## src/rtl/cnn_defs.sv

```systemverilog
// Shared CNN accelerator definitions: datapath widths, layer-controller phase
// encodings and small helpers used by the sequencing logic.
package cnn_defs;

    localparam int CH_W   = 8;
    localparam int ADDR_W = 16;
    localparam int POOL_W = 16;

    typedef enum logic [2:0] {
        PH_IDLE = 3'd0,
        PH_LOAD = 3'd1,
        PH_CONV = 3'd2,
        PH_TREE = 3'd3,
        PH_COUT = 3'd4,
        PH_POOL = 3'd5
    } phase_e;

    // True when two or more of the phase command strobes are raised together.
    function automatic logic multi_hot(input logic [4:0] cmds);
        int unsigned ones;
        ones = 0;
        for (int i = 0; i < 5; i++) begin
            ones = ones + 32'(cmds[i]);
        end
        return ones > 1;
    endfunction

endpackage

```

## src/rtl/wrap_counter.sv

```systemverilog
// Up-counter that wraps to zero after its terminal value; a clear or a
// load-to-zero takes priority over an increment.
module wrap_counter #(
    parameter int          W    = 8,
    parameter int unsigned TERM = 0
) (
    input  logic         clk,
    input  logic         rst_n,
    input  logic         clr,
    input  logic         inc,
    input  logic         load0,
    output logic [W-1:0] cnt,
    output logic         at_last
);

    logic [W-1:0] cnt_q;
    logic [W-1:0] cnt_d;

    assign at_last = (cnt_q == W'(TERM));
    assign cnt     = cnt_q;

    always_comb begin
        cnt_d = cnt_q;
        if (clr || load0) begin
            cnt_d = '0;
        end else if (cnt_q > W'(TERM)) begin
            // Unreachable in normal operation; pulls a corrupted count back into range.
            cnt_d = '0;
        end else if (inc) begin
            cnt_d = at_last ? '0 : cnt_q + W'(1);
        end
    end

    // NOTE: sequential state uses non-blocking assignment so every flop samples pre-edge values.
    always_ff @(posedge clk or negedge rst_n) begin
        if (!rst_n) begin
            cnt_q <= '0;
        end else begin
            cnt_q <= cnt_d;
        end
    end

endmodule

```

## src/rtl/layer_sequencer.sv

```systemverilog
// Tracks input/output channel and pool progress through one CNN layer,
// issues channel-memory reads and flags protocol violations.
module layer_sequencer
    import cnn_defs::*;
#(
    parameter int IC_NUM   = 4,
    parameter int OC_NUM   = 8,
    parameter int POOL_LEN = 16
) (
    input  logic               clk,
    input  logic               rst_n,
    input  logic               clr,
    input  logic               c_load,
    input  logic               conv,
    input  logic               tree,
    input  logic               cout,
    input  logic               pool,
    output logic               conv_done,
    output logic               cout_done,
    output logic               pool_done,
    output logic               rd_en,
    output logic [ADDR_W-1:0]  rd_addr,
    output logic [CH_W-1:0]    ic_idx,
    output logic [CH_W-1:0]    oc_idx,
    output logic               layer_done,
    output logic               err
);

    logic [CH_W-1:0]   ic_cnt;
    logic [CH_W-1:0]   oc_cnt;
    logic [POOL_W-1:0] pool_cnt;
    logic              ic_last;
    logic              oc_last;
    logic              pool_last;
    logic              step;

    logic              rd_en_q,      rd_en_d;
    logic [ADDR_W-1:0] rd_addr_q,    rd_addr_d;
    logic              layer_done_q, layer_done_d;
    logic              err_q,        err_d;

    // With a single input channel there is no adder tree, so conv advances the channel.
    assign step = (IC_NUM > 1) ? tree : conv;

    wrap_counter #(.W(CH_W), .TERM(IC_NUM - 1)) u_ic_cnt (
        .clk     (clk),
        .rst_n   (rst_n),
        .clr     (clr),
        .inc     (step),
        .load0   (c_load),
        .cnt     (ic_cnt),
        .at_last (ic_last)
    );

    wrap_counter #(.W(CH_W), .TERM(OC_NUM - 1)) u_oc_cnt (
        .clk     (clk),
        .rst_n   (rst_n),
        .clr     (clr),
        .inc     (cout),
        .load0   (1'b0),
        .cnt     (oc_cnt),
        .at_last (oc_last)
    );

    wrap_counter #(.W(POOL_W), .TERM(POOL_LEN - 1)) u_pool_cnt (
        .clk     (clk),
        .rst_n   (rst_n),
        .clr     (clr),
        .inc     (pool),
        .load0   (1'b0),
        .cnt     (pool_cnt),
        .at_last (pool_last)
    );

    assign conv_done = (conv || tree) && ic_last;
    assign cout_done = cout && oc_last;
    assign pool_done = pool && pool_last;

    always_comb begin
        rd_en_d      = conv;
        rd_addr_d    = rd_addr_q;
        layer_done_d = pool_done;
        err_d        = err_q;

        if (conv) begin
            // Modulo-2^16 product equals the full-width product truncated to 16 bits.
            rd_addr_d = ADDR_W'(oc_cnt) * ADDR_W'(IC_NUM) + ADDR_W'(ic_cnt);
        end

        if (multi_hot({c_load, conv, tree, cout, pool})
            || (cout && (ic_cnt != '0))
            || (pool && (oc_cnt != '0))) begin
            err_d = 1'b1;
        end

        if (clr) begin
            rd_en_d      = 1'b0;
            rd_addr_d    = '0;
            layer_done_d = 1'b0;
            err_d        = 1'b0;
        end
    end

    always_ff @(posedge clk or negedge rst_n) begin
        if (!rst_n) begin
            rd_en_q      <= 1'b0;
            rd_addr_q    <= '0;
            layer_done_q <= 1'b0;
            err_q        <= 1'b0;
        end else begin
            rd_en_q      <= rd_en_d;
            rd_addr_q    <= rd_addr_d;
            layer_done_q <= layer_done_d;
            err_q        <= err_d;
        end
    end

    assign rd_en      = rd_en_q;
    assign rd_addr    = rd_addr_q;
    assign layer_done = layer_done_q;
    assign err        = err_q;
    assign ic_idx     = ic_cnt;
    assign oc_idx     = oc_cnt;

endmodule

```

## config.mk

```make
export PLATFORM = sky130hd
export DESIGN_NAME = layer_sequencer
export DESIGN_NICKNAME = d
export VERILOG_FILES = /design/src/rtl/cnn_defs.sv /design/src/rtl/wrap_counter.sv /design/src/rtl/layer_sequencer.sv
export SDC_FILE = /design/constraint.sdc
export NUM_CORES = 1
export LEC_CHECK = 0
export CAP_MARGIN = 10
export CORE_MARGIN = 2
export CORE_UTILIZATION = 35
export CTS_CLUSTER_DIAMETER = 100
export CTS_CLUSTER_SIZE = 14
export DETAILED_ROUTE_END_ITERATION = 8
export SLEW_MARGIN = 20
export SYNTH_ARGS = -nofsm -noshare
export SYNTH_HDL_FRONTEND = slang
export SYNTH_SLANG_ARGS = --single-unit
export TNS_END_PERCENT = 50
```

## constraint.sdc

```tcl
create_clock -name clk -period 4.34 [get_ports clk]
set_input_delay 1.085 -clock clk [delete_from_list [all_inputs] [get_ports clk]]
set_output_delay 1.085 -clock clk [all_outputs]
set_load 0.05 [all_outputs]
```

After elaboration in Yosys (flattened, before gate mapping) --
Index checks and enable logic that the tools add are counted.
Storage, ports and cells: input port bits 8, flip-flop bits (word level) 51, output and inout port bits 38, word-level logic and storage cells 56
Operators by class: add/subtract/negate cells 8, equality and inequality tests 3, reductions and logical operators 16, magnitude comparators 4, multiplexer cells 18
Operators by type and width (number):
- 16-bit two-way mux | 6
- 8-bit two-way mux | 8
- 16-bit by 1-bit adder with 16-bit output, second input constant | 1
- 8-bit by 1-bit adder with 8-bit output, second input constant | 2
- 16-bit by 4-bit equality test with 1-bit output, second input constant | 1
- 16-bit by 4-bit > comparator with 1-bit output, second input constant | 1
- 8-bit nonzero test | 2
- 10-bit by 8-bit adder with 11-bit output | 1
- 3-bit nonzero test | 3
- 8-bit by 2-bit equality test with 1-bit output, second input constant | 1
- 8-bit by 3-bit equality test with 1-bit output, second input constant | 1
- 8-bit by 2-bit > comparator with 1-bit output, second input constant | 1
- 8-bit by 3-bit > comparator with 1-bit output, second input constant | 1
- 4-bit by 1-bit adder with 5-bit output | 1
- 5-bit by 1-bit > comparator with 1-bit output, second input constant | 1
- 1-bit logical AND | 5
- 3-bit by 1-bit adder with 4-bit output | 1
- 1-bit logical OR | 4
- 1-bit two-way mux | 4
- 2-bit nonzero test | 2
- 2-bit by 1-bit adder with 3-bit output | 1
- 1-bit by 1-bit adder with 2-bit output | 1

Logic depth before layout (Yosys ltp) --
Gate-level depths: netlist (run 1).
depth after elaboration 9, depth in mapped cells 7, mapped depth without buffers 6

By module --
From an unflattened synthesis (run 1), not the netlist that was laid out.
Second synthesis, totals: cells, all modules 185, area total of the unflattened synthesis 2145.8 um^2
Modules (own cells, without submodules):
- layer_sequencer | cells an instance 102, area an instance 969.7 um^2, times used 1
- wrap_counter (u_pool_cnt) | cells an instance 39, area an instance 563.0 um^2, times used 1
- wrap_counter (u_oc_cnt) | cells an instance 26, area an instance 325.3 um^2, times used 1
- wrap_counter (u_ic_cnt) | cells an instance 18, area an instance 287.8 um^2, times used 1

Worst setup path after synthesis (run 1) --
OpenSTA, ideal clock, no wires.
kind input to output, from in cout, to out cout_done, data arrival time 2.470 ns, slack 0.785 ns, stages on the path 3, buffers on the path 1, required time 3.255 ns, cell sequence clkbuf_1 > nand3_1 > nor3_1
On the way: word-level cells in the longest chain between the ends 1
RTL lines:
- from (decl) | RTL line layer_sequencer.sv:16 | input logic cout,
- 1-bit logical AND | RTL line layer_sequencer.sv:76 | assign cout_done = cout && oc_last;
- to (decl) | RTL line layer_sequencer.sv:19 | output logic cout_done,
Every way passes these cells.

Worst setup path in the final report (run 1) --
from in pool, to out pool_done
On the way: word-level cells in the longest chain between the ends 1
RTL lines:
- from (decl) | RTL line layer_sequencer.sv:17 | input logic pool,
- 1-bit logical AND | RTL line layer_sequencer.sv:77 | assign pool_done = pool && pool_last;
- to (decl) | RTL line layer_sequencer.sv:20 | output logic pool_done,
Every way passes these cells.

==> results of run 1 <==
## cell families (layout without fill, tap and decap cells)
kind of cell               Yosys count  count (layout)
DFF                                 46              46
xor gates and xnor gates             4               4
adders and majority gates           14              14
muxes                                9               9
buffers and inverters               22              64
other                                1              27
and+or+nand+nor                     54              54
AOI/OAI and AO/OA                   33              33
## power by group
part / internal [mW] / switching (mW)
clock network: 0.161 / 0.136
logic: 0.0433 / 0.0921
registers: 0.445 / 0.0113
total: 0.649 / 0.240
## stage by stage
stage | hold WS, ns | instance area [um^2] | util [%] | worst slack (ns)
final | 0.505 | 2760 | 46.9 | 0.500
after global routing | 0.527 | 2760 | 46.9 | 0.432
after CTS | 0.506 | 2760 | 46.9 | 0.499
after detailed placement | 0.487 | 2650 | 45.0 | 0.500
after global placement | 0.491 | 2650 | 45.0 | 0.519
after floorplan | 0.536 | 2210 | - | 0.785
## worst reg2reg max path: stages, from the launching register on
cell	delay (ns)
sky130_fd_sc_hd__dfrtp_1	0.47
sky130_fd_sc_hd__ha_1	0.26
sky130_fd_sc_hd__fa_1	0.41
sky130_fd_sc_hd__a21o_2	0.21
sky130_fd_sc_hd__a211oi_1	0.34
sky130_fd_sc_hd__o21ai_0	0.16
sky130_fd_sc_hd__a22o_1	0.21
## metal layers
| layer | global-route usage (%) | vias up | routed length, um |
|---|---|---|---|
| met2 | 20.0 | 30 | 1860 |
| met5 | 0 | - | 0 |
| met1 | 19.5 | 700 | 1940 |
| met4 | 5.50 | 0 | 82 |
| met3 | 3.52 | 6 | 180 |
| li1 | - | 756 | - |
## final cells by class
class / instances / area [um^2]
Sequential cell: 46 / 1150
Inverter: 14 / 52.6
Multi-Input combinational cell: 141 / 945
Clock buffer: 8 / 110
Timing Repair Buffer: 42 / 408
Tap cell: 75 / 93.8
Fill cell: 550 / 3130
## registers in the layout, summed over array words and instances (netlist names)
| register | flops |
|---|---|
| err | 1 |
| layer_done | 1 |
| rd_addr | 11 |
| rd_en | 1 |
| u_ic_cnt.cnt | 8 |
| u_oc_cnt.cnt | 8 |
| u_pool_cnt.cnt | 16 |
## Yosys cell counts (3+ instances only)
cell / count / area share (%)
sky130_fd_sc_hd__buf_4: 5 / 1.8
sky130_fd_sc_hd__nand3_1: 5 / 1.2
sky130_fd_sc_hd__nor2_1: 15 / 2.7
sky130_fd_sc_hd__mux2i_1: 8 / 3.8
sky130_fd_sc_hd__or4_1: 3 / 1.1
sky130_fd_sc_hd__nand2_1: 10 / 1.8
sky130_fd_sc_hd__nor4_1: 6 / 1.8
sky130_fd_sc_hd__nand2b_1: 3 / 0.89
sky130_fd_sc_hd__o21ai_0: 7 / 1.7
sky130_fd_sc_hd__inv_1: 14 / 2.5
sky130_fd_sc_hd__dfrtp_1: 46 / 54
sky130_fd_sc_hd__ha_1: 12 / 7.1
sky130_fd_sc_hd__a211oi_1: 4 / 1.4
sky130_fd_sc_hd__and3_1: 4 / 1.2
sky130_fd_sc_hd__a21oi_1: 7 / 1.7
## cells in the final DEF (no fill, tap or decap), types with 6 or more instances in the layout
| cell | n |
|---|---|
| sky130_fd_sc_hd__clkbuf_8 | 8 |
| sky130_fd_sc_hd__dfrtp_1 | 46 |
| sky130_fd_sc_hd__a21oi_1 | 7 |
| sky130_fd_sc_hd__o21ai_0 | 7 |
| sky130_fd_sc_hd__mux2i_1 | 8 |
| sky130_fd_sc_hd__conb_1 | 27 |
| sky130_fd_sc_hd__nand2_1 | 10 |
| sky130_fd_sc_hd__clkdlybuf4s50_1 | 37 |
| sky130_fd_sc_hd__ha_1 | 12 |
| sky130_fd_sc_hd__nor2_1 | 15 |
| sky130_fd_sc_hd__nor4_1 | 6 |
| sky130_fd_sc_hd__inv_1 | 14 |
## final timing paths
kind | startpoint | endpoint
max | pool | pool_done
min | rd_addr[6] | rd_addr[6]
max reg2reg | u_oc_cnt.cnt[0] | rd_addr[10]
min reg2reg | rd_addr[6] | rd_addr[6]
max in group asynchronous | rst_n | u_oc_cnt.cnt[0]
min in group asynchronous | rst_n | u_pool_cnt.cnt[14]
==> qor.yml, run 1 <==
worst_setup_path:
  worstPathCellList: "clkdlybuf4s50_1 -> and3_1 -> clkdlybuf4s50_1"
  crit_required_ns: 3.25
  regToRegSetupSlack_ns: 2.19
  path_depth: 3
  critical-path-slowest-cell: "sky130_fd_sc_hd__clkdlybuf4s50_1"
  critPathKind: "primary input to primary output"
  cp_max_fo: 9
  critical_path.top_delay_family: "buffers and inverters"
  crit_path_start_kind: "primary input"
  critPathBufInv: 2
  worstSetupEndpointType: "primary output"
  most_repeated_library_cell_on_the_critical_path: "sky130_fd_sc_hd__clkdlybuf4s50_1"
  worstRegToRegCells: 6
  crit_path_max_incr_delay_ns: 0.80
  cp.arrival_ns: 2.75
routing:
  postRouteAntennaNets: 0
  drt_iter0_drc: 55
  drt-total-wl_um: 4060
  wire_per_inst_um: 12.5
  routed_via_density: 4.58
  detailedRoute.firstPassIterationCount: 4
  route.detailed.drc: 0
  vias: 1492
logic_synthesis:
  syn-mean-instance-area_um2: 11.6
  count_of_mapped_cells_out_of_synthesis: 183
  post_synth_instance_area_um2: 2110
  synth.distinct_cells: 42
  yosys_register_bits: 46
  yosys.area_share.simple_pct: 13.4
  synth_enable_flop_cells: 0
  synth_top_family_by_area: "simple AND/OR/NAND/NOR gates"
  synth_flop_cell: "sky130_fd_sc_hd__dfrtp_1"
  synthArstFlopShare_pct: 100
  xor_xnor_cell_area_share_of_the_yosys_netlist_pct: 1.66
  synth.yosys.warnings: 0
  yosys-mux-area-fraction_pct: 4.32
  synth-adder-area-share_pct: 8.99
  synth_compound_area_share_pct: 11.5
  synth-seq-area-share_pct: 54.4
timing:
  finalMaxSlewViolations: 0
  rsz0062_at_grt: "no"
  totalNegativeSetupSlack_ns: 0
  setup_viol: 0
  final-hold-violation-count: 0
  final.min_clock_period_ns: 3.84
  relative_max_transition_margin_pct: 62.5
  max_slew.worst_pin.slew_ns: 0.562
  layout_worst_path_cycle_share_pct: 88.5
  maxClockFrequency_ghz: 0.260
  worst_clock_skew_ns: 0.00891
global_routing:
  grt_use_total_pct: 13.7
  grt_max_degree: 47
  first_pass_grt_wire_length_um: 6910
  grt_antenna_before_repair: 0
  globalRouteOverflowTotal: 0
  number_of_global_route_vias_before_repair: 1424
floorplanning:
  initial_utilization_pct: 35.9
  placeableCoreArea_um2: 5890
  top_level_pins: 46
  core.rowCount: 28
  die_height_um: 81.7
  fp.dieArea_um2: 6680
  horiz_die_dim_um: 81.7
layout:
  area_growth_synth_to_finish_pct: 30.5
  num_antenna_cells: 0
  fin_cells: 326
  final_nets: 272
  layout-drive-gt1-share_pct: 8.76
clock_network:
  tritoncts_num_sinks: 46
  tritoncts.num_buffers: 5
  clock_transition_at_path_regs_ns: 0.08
  cts_tree: "done"
  holdBufCountCts: 0
  cts.repair.resized: 0
  buffers_inserted_during_post_cts_setup_optimization: 0
  clock_tree.htree_level_count: 2
  clk_latency_ns: 0.30
  clock_path_buffers: 2
  clockRootBuffer: "sky130_fd_sc_hd__clkbuf_8"
placement:
  gp_routability_congestion: 0.818
  dpl.hpwl_um: 3090
  buffers_on_ports: 40
  placedCellCount: 318
worst_hold_path:
  hold-path-cell-count: 2
  hp-class: "flop to flop"
status:
  outcome: "complete, no violations"
pwr:
  ir_drop_uv: 118
  cellLeakagePower_nw: 1.29
  finalPower_mw: 0.889
  power-per-cell-area_nw_per_um2: 322
job:
  number_of_max_capacitance_violations_reported: 0
Power figures use the tool's default switching activity.
==> run 2: changes to the inputs <==
--- a/config.mk
+++ b/config.mk
@@ -11,6 +11,7 @@
 export CTS_CLUSTER_DIAMETER = 100
 export CTS_CLUSTER_SIZE = 14
 export DETAILED_ROUTE_END_ITERATION = 8
+export GPL_ROUTABILITY_DRIVEN = 0
 export SLEW_MARGIN = 20
 export SYNTH_ARGS = -nofsm -noshare
 export SYNTH_HDL_FRONTEND = slang
==> results of run 2 <==
No change in the layout: final DEF, timing and power equal those of run 1.
==> run 3: changes to the inputs <==
--- a/config.mk
+++ b/config.mk
@@ -12,6 +12,7 @@
 export CTS_CLUSTER_SIZE = 14
 export DETAILED_ROUTE_END_ITERATION = 8
 export GPL_ROUTABILITY_DRIVEN = 0
+export GPL_TIMING_DRIVEN = 1
 export SLEW_MARGIN = 20
 export SYNTH_ARGS = -nofsm -noshare
 export SYNTH_HDL_FRONTEND = slang
==> results of run 3 <==
No change in the layout: final DEF, timing and power equal those of run 1.
